### config.mk
export PLATFORM = sky130hd
export DESIGN_NAME = fp_operand_join
export DESIGN_NICKNAME = d
export VERILOG_FILES = /design/src/rtl/fp_operand_join.sv
export SDC_FILE = /design/constraint.sdc
export NUM_CORES = 1
export LEC_CHECK = 0
export BUFFER_PORTS_ARGS = -buffer_cell sky130_fd_sc_hd__buf_4
export CAP_MARGIN = 10
export CORE_MARGIN = 2
export CORE_UTILIZATION = 44
export CTS_CLUSTER_DIAMETER = 80
export DETAILED_ROUTE_END_ITERATION = 8
export REMOVE_ABC_BUFFERS = 1
export SYNTH_ARGS = -nofsm -noshare
export SYNTH_HDL_FRONTEND = slang
export SYNTH_SLANG_ARGS = --single-unit
### constraint.sdc
create_clock -name aclk -period 6.03 [get_ports aclk]
set_clock_uncertainty 0.05 [all_clocks]
set_input_delay 0.3015 -clock aclk [delete_from_list [all_inputs] [get_ports aclk]]
set_output_delay 0.3015 -clock aclk [all_outputs]
set_load 0.01 [all_outputs]
### src/rtl/fp_operand_join.sv
// ----------------------------------------------------------------------------
// fp_operand_join
// Operand-pairing stage in front of the sequential half/float units.
// The A and B operand streams are buffered in two independent FIFOs and
// released strictly in arrival order as matched pairs. Both m_* valids are
// asserted in the same cycle, so units whose valids must coincide can be
// fed by producers with skewed A/B timing.
//
// Ports
//   aclk, aresetn      clock (rising edge); asynchronous active-high reset
//   s_axis_a_*         operand A input stream (tready = A FIFO not full)
//   s_axis_b_*         operand B input stream (tready = B FIFO not full)
//   m_axis_a_*         paired operand A output (registered)
//   m_axis_b_*         paired operand B output (registered)
//   m_axis_tready      downstream accepts the pair (tie to 1 for the divider)
//   count_a, count_b   FIFO occupancy, 0..DEPTH
// ----------------------------------------------------------------------------
module fp_operand_join #(
   parameter int EXP = 5,
   parameter int FRA = 10,
   parameter int AW  = 2
) (
   input  logic               aclk,
   input  logic               aresetn,
   input  logic [EXP+FRA:0]   s_axis_a_tdata,
   input  logic               s_axis_a_tvalid,
   output logic               s_axis_a_tready,
   input  logic [EXP+FRA:0]   s_axis_b_tdata,
   input  logic               s_axis_b_tvalid,
   output logic               s_axis_b_tready,
   output logic [EXP+FRA:0]   m_axis_a_tdata,
   output logic               m_axis_a_tvalid,
   output logic [EXP+FRA:0]   m_axis_b_tdata,
   output logic               m_axis_b_tvalid,
   input  logic               m_axis_tready,
   output logic [AW:0]        count_a,
   output logic [AW:0]        count_b
);

   localparam int          W        = EXP + FRA + 1;
   localparam int          DEPTH    = 1 << AW;
   localparam logic [AW:0] FULL_CNT = DEPTH[AW:0];

   // Storage is never reset: pointers and counts alone define what is valid.
   logic [W-1:0]  mem_a_q [DEPTH];
   logic [W-1:0]  mem_b_q [DEPTH];

   logic [AW-1:0] wr_ptr_a_q, wr_ptr_a_d, rd_ptr_a_q, rd_ptr_a_d;
   logic [AW-1:0] wr_ptr_b_q, wr_ptr_b_d, rd_ptr_b_q, rd_ptr_b_d;
   logic [AW:0]   count_a_q, count_a_d, count_b_q, count_b_d;
   logic [W-1:0]  m_a_q, m_a_d, m_b_q, m_b_d;
   logic          m_valid_q, m_valid_d;

   logic          push_a, push_b, load;

   // tready depends only on the registered count (and reset), never on
   // m_axis_tready, so a pop cannot free a slot for a same-cycle write.
   assign s_axis_a_tready = !aresetn && (count_a_q != FULL_CNT);
   assign s_axis_b_tready = !aresetn && (count_b_q != FULL_CNT);

   assign push_a = s_axis_a_tvalid && s_axis_a_tready;
   assign push_b = s_axis_b_tvalid && s_axis_b_tready;

   // A pair is released only when both sides hold an entry and the output
   // register is empty or being drained this cycle.
   assign load = (count_a_q != '0) && (count_b_q != '0) &&
                 (!m_valid_q || m_axis_tready);

   always_comb begin
      wr_ptr_a_d = wr_ptr_a_q;
      wr_ptr_b_d = wr_ptr_b_q;
      rd_ptr_a_d = rd_ptr_a_q;
      rd_ptr_b_d = rd_ptr_b_q;
      m_a_d      = m_a_q;
      m_b_d      = m_b_q;
      m_valid_d  = m_valid_q;

      if (push_a) wr_ptr_a_d = wr_ptr_a_q + AW'(1);
      if (push_b) wr_ptr_b_d = wr_ptr_b_q + AW'(1);

      if (load) begin
         rd_ptr_a_d = rd_ptr_a_q + AW'(1);
         rd_ptr_b_d = rd_ptr_b_q + AW'(1);
         m_a_d      = mem_a_q[rd_ptr_a_q];
         m_b_d      = mem_b_q[rd_ptr_b_q];
         m_valid_d  = 1'b1;
      end else if (m_axis_tready) begin
         m_valid_d  = 1'b0;
      end

      count_a_d = count_a_q + (AW+1)'(push_a) - (AW+1)'(load);
      count_b_d = count_b_q + (AW+1)'(push_b) - (AW+1)'(load);
   end

   always_ff @(posedge aclk) begin
      if (push_a) mem_a_q[wr_ptr_a_q] <= s_axis_a_tdata;
      if (push_b) mem_b_q[wr_ptr_b_q] <= s_axis_b_tdata;
   end

   always_ff @(posedge aclk or posedge aresetn) begin
      if (aresetn) begin
         wr_ptr_a_q <= '0;
         wr_ptr_b_q <= '0;
         rd_ptr_a_q <= '0;
         rd_ptr_b_q <= '0;
         count_a_q  <= '0;
         count_b_q  <= '0;
         m_a_q      <= '0;
         m_b_q      <= '0;
         m_valid_q  <= 1'b0;
      end else begin
         wr_ptr_a_q <= wr_ptr_a_d;
         wr_ptr_b_q <= wr_ptr_b_d;
         rd_ptr_a_q <= rd_ptr_a_d;
         rd_ptr_b_q <= rd_ptr_b_d;
         count_a_q  <= count_a_d;
         count_b_q  <= count_b_d;
         m_a_q      <= m_a_d;
         m_b_q      <= m_b_d;
         m_valid_q  <= m_valid_d;
      end
   end

   assign m_axis_a_tdata  = m_a_q;
   assign m_axis_b_tdata  = m_b_q;
   assign m_axis_a_tvalid = m_valid_q;
   assign m_axis_b_tvalid = m_valid_q;
   assign count_a         = count_a_q;
   assign count_b         = count_b_q;

endmodule

==> flow_summary.json, run 1 <==
{
  "vias_per_cell": 5.10,
  "crit_end": "count_a[2]",
  "grt_pass1_wl_mm": 18.9,
  "setup_viol": 0,
  "fp.dieW_um": 129,
  "finalHoldViolCount": 0,
  "syn_area_per_cell_um2": 21.7,
  "slew_headroom_pct": 37.5,
  "ant_nets": 0,
  "synth_cell_types": 24,
  "antenna_found_initial": 0,
  "clockRootBuffer": "clkbuf_16",
  "ctsResizeCount": 0,
  "setup_tns_ns": 0,
  "path_max_fanout": 36,
  "reg2reg_slack_ns": 3.34,
  "cts_tree": "built",
  "path_buf_inv": 1,
  "critical_path.max_stage_delay_ns": 0.42,
  "yosysWarnings": 0,
  "fmax_ghz": 0.372,
  "cp.depth": 8,
  "die_y_um": 129,
  "hpwl_mm": 7.01,
  "drt_iter0_drc": 299,
  "setup.worst_path.start_class": "flop",
  "via_count": 3079,
  "wl_per_cell_um": 19.2,
  "ys_seq_area_share_pct": 73.5,
  "cap_violations": 0,
  "ys_seq_elements": 175,
  "cp_data_required_time_ns": 6.32,
  "ir_drop_mv": 0.240,
  "status": "finished clean",
  "grt_setup_unrepaired": "no",
  "arrival_ns": 2.98,
  "min_period_over_period_pct": 44.6,
  "drt-pass1-iter-count": 4,
  "portBuffers": 78,
  "maxSlewViolCount": 0,
  "start_util_pct": 44.9,
  "nets": 454,
  "io_pins": 79,
  "path_clk_slew_ns": 0.06,
  "cts.sinks": 175,
  "r2r_start": "count_b[1]",
  "rr_endpoint": "count_a[2]",
  "route.detailed.drc": 0,
  "power.density_nw_per_um2": 509,
  "drt_wl_total_mm": 11.6,
  "cts_buffers": 17,
  "min_period_ns": 2.69,
  "final_cells": 604,
  "worstHoldPathType": "primary input to flop",
  "area_growth_pct": 19.4,
  "crit_path_end_kind": "flop",
  "post-cts-setup-buffers": 0,
  "drive_above_1_share_pct": 42.8,
  "path_class": "flop to flop",
  "netlist_area_um2": 6830,
  "dp.cells": 571,
  "power_leakage_nw": 3.10,
  "insertedDiodeCount": 0,
  "reg2reg_depth": 8,
  "final_common_cell": "edfxtp_1",
  "gr-usage-all-layers_pct": 15.6,
  "stdcell_area_um2": 8150,
  "postCtsHoldBufs": 1,
  "clockBufferDepth": 2,
  "clock_latency_ns": 0.41,
  "coreArea_um2": 15200,
  "crit_chain": "or3_4, and3_4, ha_1, inv_1, ha_1, fa_1, xnor2_1, xnor2_1",
  "fp-row-count": 45,
  "die_area_um2": 16500,
  "synth_cells": 315,
  "cp-startpoint": "count_b[1]",
  "ctsHtreeMaxLevel": 4,
  "tightest_slew_ns": 0.938,
  "placed_area_um2": 7550,
  "critical-path-top-delay-family": "adder cells",
  "grt_remaining_overflow": 0,
  "gp_congestion": 0.757,
  "grt_max_degree": 37,
  "grt_pass1_vias": 3428,
  "cpMaxStageDelayCell": "or3_4",
  "mostFrequentLayoutCells": "edfxtp_1 (128), buf_4 (81), dfrtp_1 (47)"
}
==> flip-flops by register name, summed over array words and instances, names as in the netlist <==
register	flops
wr_ptr_b_q	2
mem_a_q	64
rd_ptr_b_q	2
wr_ptr_a_q	2
m_axis_b_tdata	16
rd_ptr_a_q	2
mem_b_q	64
count_b	3
m_axis_a_tdata	16
count_a	3
m_axis_a_tvalid	1
==> through the flow <==
stage | power, W | hold WS, ns | setup slack [ns] | utilization, %
finish | 0.00415 | 0.0348 | 3.34 | 53.6
floorplan | 0.00262 | 0.350 | 3.52 | -
detailed placement | 0.00310 | 0.306 | 3.34 | 49.6
global route | 0.00439 | 0.0157 | 2.99 | 53.6
CTS | 0.00421 | 0.0153 | 3.32 | 53.6
global placement | 0.00307 | 0.307 | 3.40 | 49.6
==> synth_stat cells <==
library cell | instances | share of area (%)
nand4_1 | 2 | 0.18
fa_1 | 2 | 0.59
a21oi_1 | 2 | 0.15
inv_1 | 15 | 0.82
buf_2 | 4 | 0.29
mux2_4 | 27 | 5.9
nand2_1 | 2 | 0.11
or3_4 | 2 | 0.33
a211oi_1 | 2 | 0.22
or2b_2 | 1 | 0.13
and2_1 | 8 | 0.73
ha_1 | 12 | 2.2
mux2_2 | 7 | 1.2
edfxtp_1 | 128 | 56
dfrtp_1 | 47 | 17
xor2_1 | 2 | 0.26
buf_4 | 3 | 0.33
xnor2_1 | 8 | 1.0
and3_4 | 1 | 0.16
mux4_2 | 32 | 11
buf_6 | 1 | 0.16
clkbuf_1 | 2 | 0.11
buf_12 | 3 | 0.88
nor2_1 | 2 | 0.11
==> metal layers <==
layer	part of all wire (%)	up-vias	GRT usage, %
met5	0	-	0
met4	1.8	0	6.14
li1	-	1394	-
met1	43	1598	19.5
met2	51	69	26.3
met3	4.6	18	4.28
==> how the worst min path moves through the flow <==
stage,from,end,cells past startpoint
6_report,s_axis_a_tdata[10],mem_a_q[0][10],1
5_1_grt,s_axis_a_tdata[6],mem_a_q[0][6],1
4_1_cts,s_axis_a_tdata[10],mem_a_q[0][10],1
3_5_place_dp,aresetn,count_a[0],2
3_3_place_gp,aresetn,count_a[0],2
2_1_floorplan,s_axis_a_tdata[0],mem_a_q[0][0],0
==> logic make-up (layout without fill, tap and decap cells) <==
family | after synthesis | count (layout) | share of synthesized area [%]
simple gates | 18 | 18 | 1.76
fa+ha+maj | 14 | 14 | 2.79
xor+xnor | 10 | 10 | 1.28
compound gates | 4 | 4 | 0.367
mux | 66 | 66 | 17.7
flops | 175 | 175 | 73.5
buf+inv | 28 | 129 | 2.60
==> where the power goes <==
group          internal (W)  switching (W)  leakage [nW]
logic              0.000763       0.000517          1.10
registers           0.00157       0.000198          1.71
clock network      0.000682       0.000416         0.293
==> area by class of cell <==
class                           count  area [um2]
Timing Repair Buffer               82         618
Clock inverter                      7         109
Inverter                           15        56.3
Sequential cell                   175        5020
Clock buffer                       25         485
Tap cell                          188         235
Multi-Input combinational cell    112        1630
Fill cell                        1197        7050
Power figures use the tool's default switching activity.
==> run 2: changes to the inputs <==
--- a/config.mk
+++ b/config.mk
@@ -5,6 +5,7 @@
 export SDC_FILE = /design/constraint.sdc
 export NUM_CORES = 1
 export LEC_CHECK = 0
+export ABC_AREA = 1
 export BUFFER_PORTS_ARGS = -buffer_cell sky130_fd_sc_hd__buf_4
 export CAP_MARGIN = 10
 export CORE_MARGIN = 2
==> constraint.sdc (replaced) <==
create_clock -name aclk -period 2.5 [get_ports aclk]
set_clock_uncertainty 0.05 [all_clocks]
set_input_delay 0.125 -clock aclk [delete_from_list [all_inputs] [get_ports aclk]]
set_output_delay 0.125 -clock aclk [all_outputs]
set_load 0.01 [all_outputs]
==> run 2 against run 1 <==
Compared with the run above: final cell count is 82% higher; via count is 61% higher; area after synthesis is 11% higher; setup slack worse by 3.2 ns; total power is 140% higher; hold slack better by 0.25 ns; register-to-register slack worse by 3.2 ns; utilization is 0.71 points higher; first-iteration DRC count is 8.4% lower; sequential power is 130% higher; critical endpoint is now count_b[2]; highest routed layer unchanged.
==> flow_summary.json, run 2 <==
{
  "status": "finished clean",
  "synth_edf_count": 128,
  "area_growth_pct": 22.0,
  "final_cells": 1102,
  "power.share.clock_pct": 23.4,
  "nets": 916,
  "via_count": 4946,
  "synth_cells": 744,
  "placed_area_um2": 8380,
  "cp-startpoint": "count_b[1]",
  "cts_tree": "built",
  "multi_input_area_um2": 1800,
  "path_clk_slew_ns": 0.06,
  "cap_violations": 0,
  "post-synth-top-count-cell": "nand2_1",
  "grt_pass1_vias": 4932,
  "yosysWarnings": 0,
  "rr_endpoint": "count_b[2]",
  "timing.final.ws_setup_ns": 0.148,
  "grt_max_degree": 37,
  "cts_buffers": 17,
  "stdcell_area_um2": 9270,
  "setup.worst_path.start_class": "flop",
  "die_area_um2": 18300,
  "portBuffers": 78,
  "crit_path_end_kind": "flop",
  "grt_pass1_wl_mm": 24.2,
  "async_flop_share_pct": 26.9,
  "wl_per_cell_um": 13.6,
  "crit_chain": "nor2_2, nand2_4, nand2_4, nor2_8, ha_1, inv_1, ha_1, fa_1, xnor2_1, xor2_1",
  "clockBufferDepth": 2,
  "fmax_ghz": 0.425,
  "p_switching_w": 0.00360,
  "ctsResizeCount": 0,
  "reg2reg_slack_ns": 0.15,
  "cpMaxStageDelayCell": "dfrtp_1",
  "path_class": "flop to flop",
  "mostFrequentLayoutCells": "nand2_1 (269), inv_1 (149), edfxtp_1 (128)",
  "gr-usage-all-layers_pct": 17.5,
  "power.density_nw_per_um2": 1090,
  "gp_congestion": 0.742,
  "ant_nets": 0,
  "syn_area_per_cell_um2": 10.2,
  "preCtsSetupSlack_ns": 0.199,
  "synth_area_leader_cell": "edfxtp_1",
  "p_total_w": 0.0101,
  "final_common_cell": "nand2_1",
  "ir_drop_mv": 0.705,
  "min_period_over_period_pct": 94.1,
  "power_leakage_nw": 4.48,
  "arrival_ns": 2.63,
  "reg2reg_depth": 10,
  "min_period_ns": 2.35,
  "fp.dieW_um": 135,
  "ys_seq_elements": 175,
  "maxSlewViolCount": 0,
  "n_fill_cell": 1495,
  "grt_remaining_overflow": 0,
  "critical_path.max_stage_delay_ns": 0.43,
  "vias_per_cell": 4.49,
  "drt-pass1-iter-count": 4,
  "r2r_start": "count_b[1]",
  "antenna_found_initial": 0,
  "clock_latency_ns": 0.42,
  "coreArea_um2": 17100,
  "drt_wl_total_mm": 15.0,
  "synth_cell_types": 23,
  "io_pins": 79,
  "power_frac_seq_pct": 40.1,
  "seq_area_um2": 5020,
  "ys_top_cells_by_area": "edfxtp_1 (51%), dfrtp_1 (15%), nand2_1 (13%), inv_1 (7.4%), nand3_1 (4.6%)",
  "netlist_area_um2": 7600,
  "clockRootBuffer": "clkbuf_16",
  "path_max_fanout": 4,
  "yosys.area.top_type_share_pct": 50.6,
  "die_y_um": 135,
  "grt_setup_unrepaired": "no",
  "largestRegisters": "mem_a_q: 64 flops, mem_b_q: 64 flops",
  "hpwl_mm": 9.06,
  "ctsHtreeMaxLevel": 4,
  "crit_end": "count_b[2]",
  "power.internal_w": 0.00651,
  "cp_data_required_time_ns": 2.78,
  "slew_headroom_pct": 56.4,
  "ys_seq_area_share_pct": 66.1,
  "drive_above_1_share_pct": 16.0,
  "yosys-top-cells-count": "nand2_1 (269), inv_1 (150), edfxtp_1 (128), nand3_1 (70), dfrtp_1 (47)",
  "route.detailed.drc": 0,
  "start_util_pct": 44.5,
  "drt_iter0_drc": 274,
  "dp.cells": 1035,
  "fp-row-count": 48,
  "switching_share_pct": 35.6,
  "insertedDiodeCount": 0,
  "worstHoldPathType": "primary input to asynchronous set/reset pin",
  "p_comb_share_pct": 36.5,
  "post-cts-setup-buffers": 0,
  "synth_top_flop_cell": "edfxtp_1",
  "postCtsHoldBufs": 36,
  "finalHoldViolCount": 0,
  "setup_viol": 0,
  "tightest_slew_ns": 0.654,
  "cts.sinks": 175
}
==> run 2: cell families after synthesis <==
group           count (synthesis)  synth area share [%]
simple gates                  365                  20.4
compound gates                  2                 0.132
buf+inv                       182                  10.2
fa+ha+maj                      14                  2.50
flops                         175                  66.1
xor+xnor                        6                 0.692
==> run 2: worst min-delay path by stage <==
stage	slack (ns)	depth (start not counted)	end
finish	0.28	4	m_axis_a_tvalid
global placement	0.17	3	m_axis_a_tvalid
floorplan	0.17	0	mem_a_q[0][0]
CTS	0.28	4	m_axis_a_tvalid
global route	0.31	4	wr_ptr_a_q[1]
detailed placement	0.17	3	m_axis_a_tvalid
==> run 2: area by class of cell <==
type / count / share of cell area (%)
flip-flops and latches: 175 / 54.2
multi-input cells: 387 / 19.4
clock buffers: 22 / 4.90
clock inverters: 9 / 0.756
well taps: 225 / 3.04
repair buffers: 129 / 11.4
inverters: 155 / 6.28
==> run 2: power groups by stage <==
stage          sequential, W  clock, W  combinational (W)
6_report             0.00406   0.00236            0.00369
5_1_grt              0.00413   0.00255            0.00422
4_1_cts              0.00406   0.00242            0.00378
3_5_place_dp         0.00411         0            0.00372
3_3_place_gp         0.00408         0            0.00361
2_1_floorplan        0.00439         0            0.00197
==> run 2: per-layer routing <==
| layer | vias to the layer above | GRT usage [%] | share of wire [%] |
|---|---|---|---|
| met5 | - | 0 | 0 |
| met4 | 0 | 6.60 | 0.50 |
| met3 | 4 | 3.63 | 4.2 |
| met2 | 84 | 30.3 | 53 |
| met1 | 2334 | 21.7 | 43 |
| li1 | 2524 | - | - |
==> run 2: stage by stage <==
step	util (%)	hold WS (ns)	TNS [ns]
final	54.3	0.280	0
after global routing	54.3	0.314	0
after CTS	54.3	0.278	0
after detailed placement	49.1	0.174	0
after global placement	49.1	0.172	0
after floorplan	-	0.174	-39.39
==> run 2: critical path, delay by kind of cell (launching register included) <==
family | cells | cell delay [ns]
simple gates | 4 | 0.48
xor+xnor | 2 | 0.43
fa+ha+maj | 3 | 0.83
flops | 1 | 0.43
buf+inv | 1 | 0.04
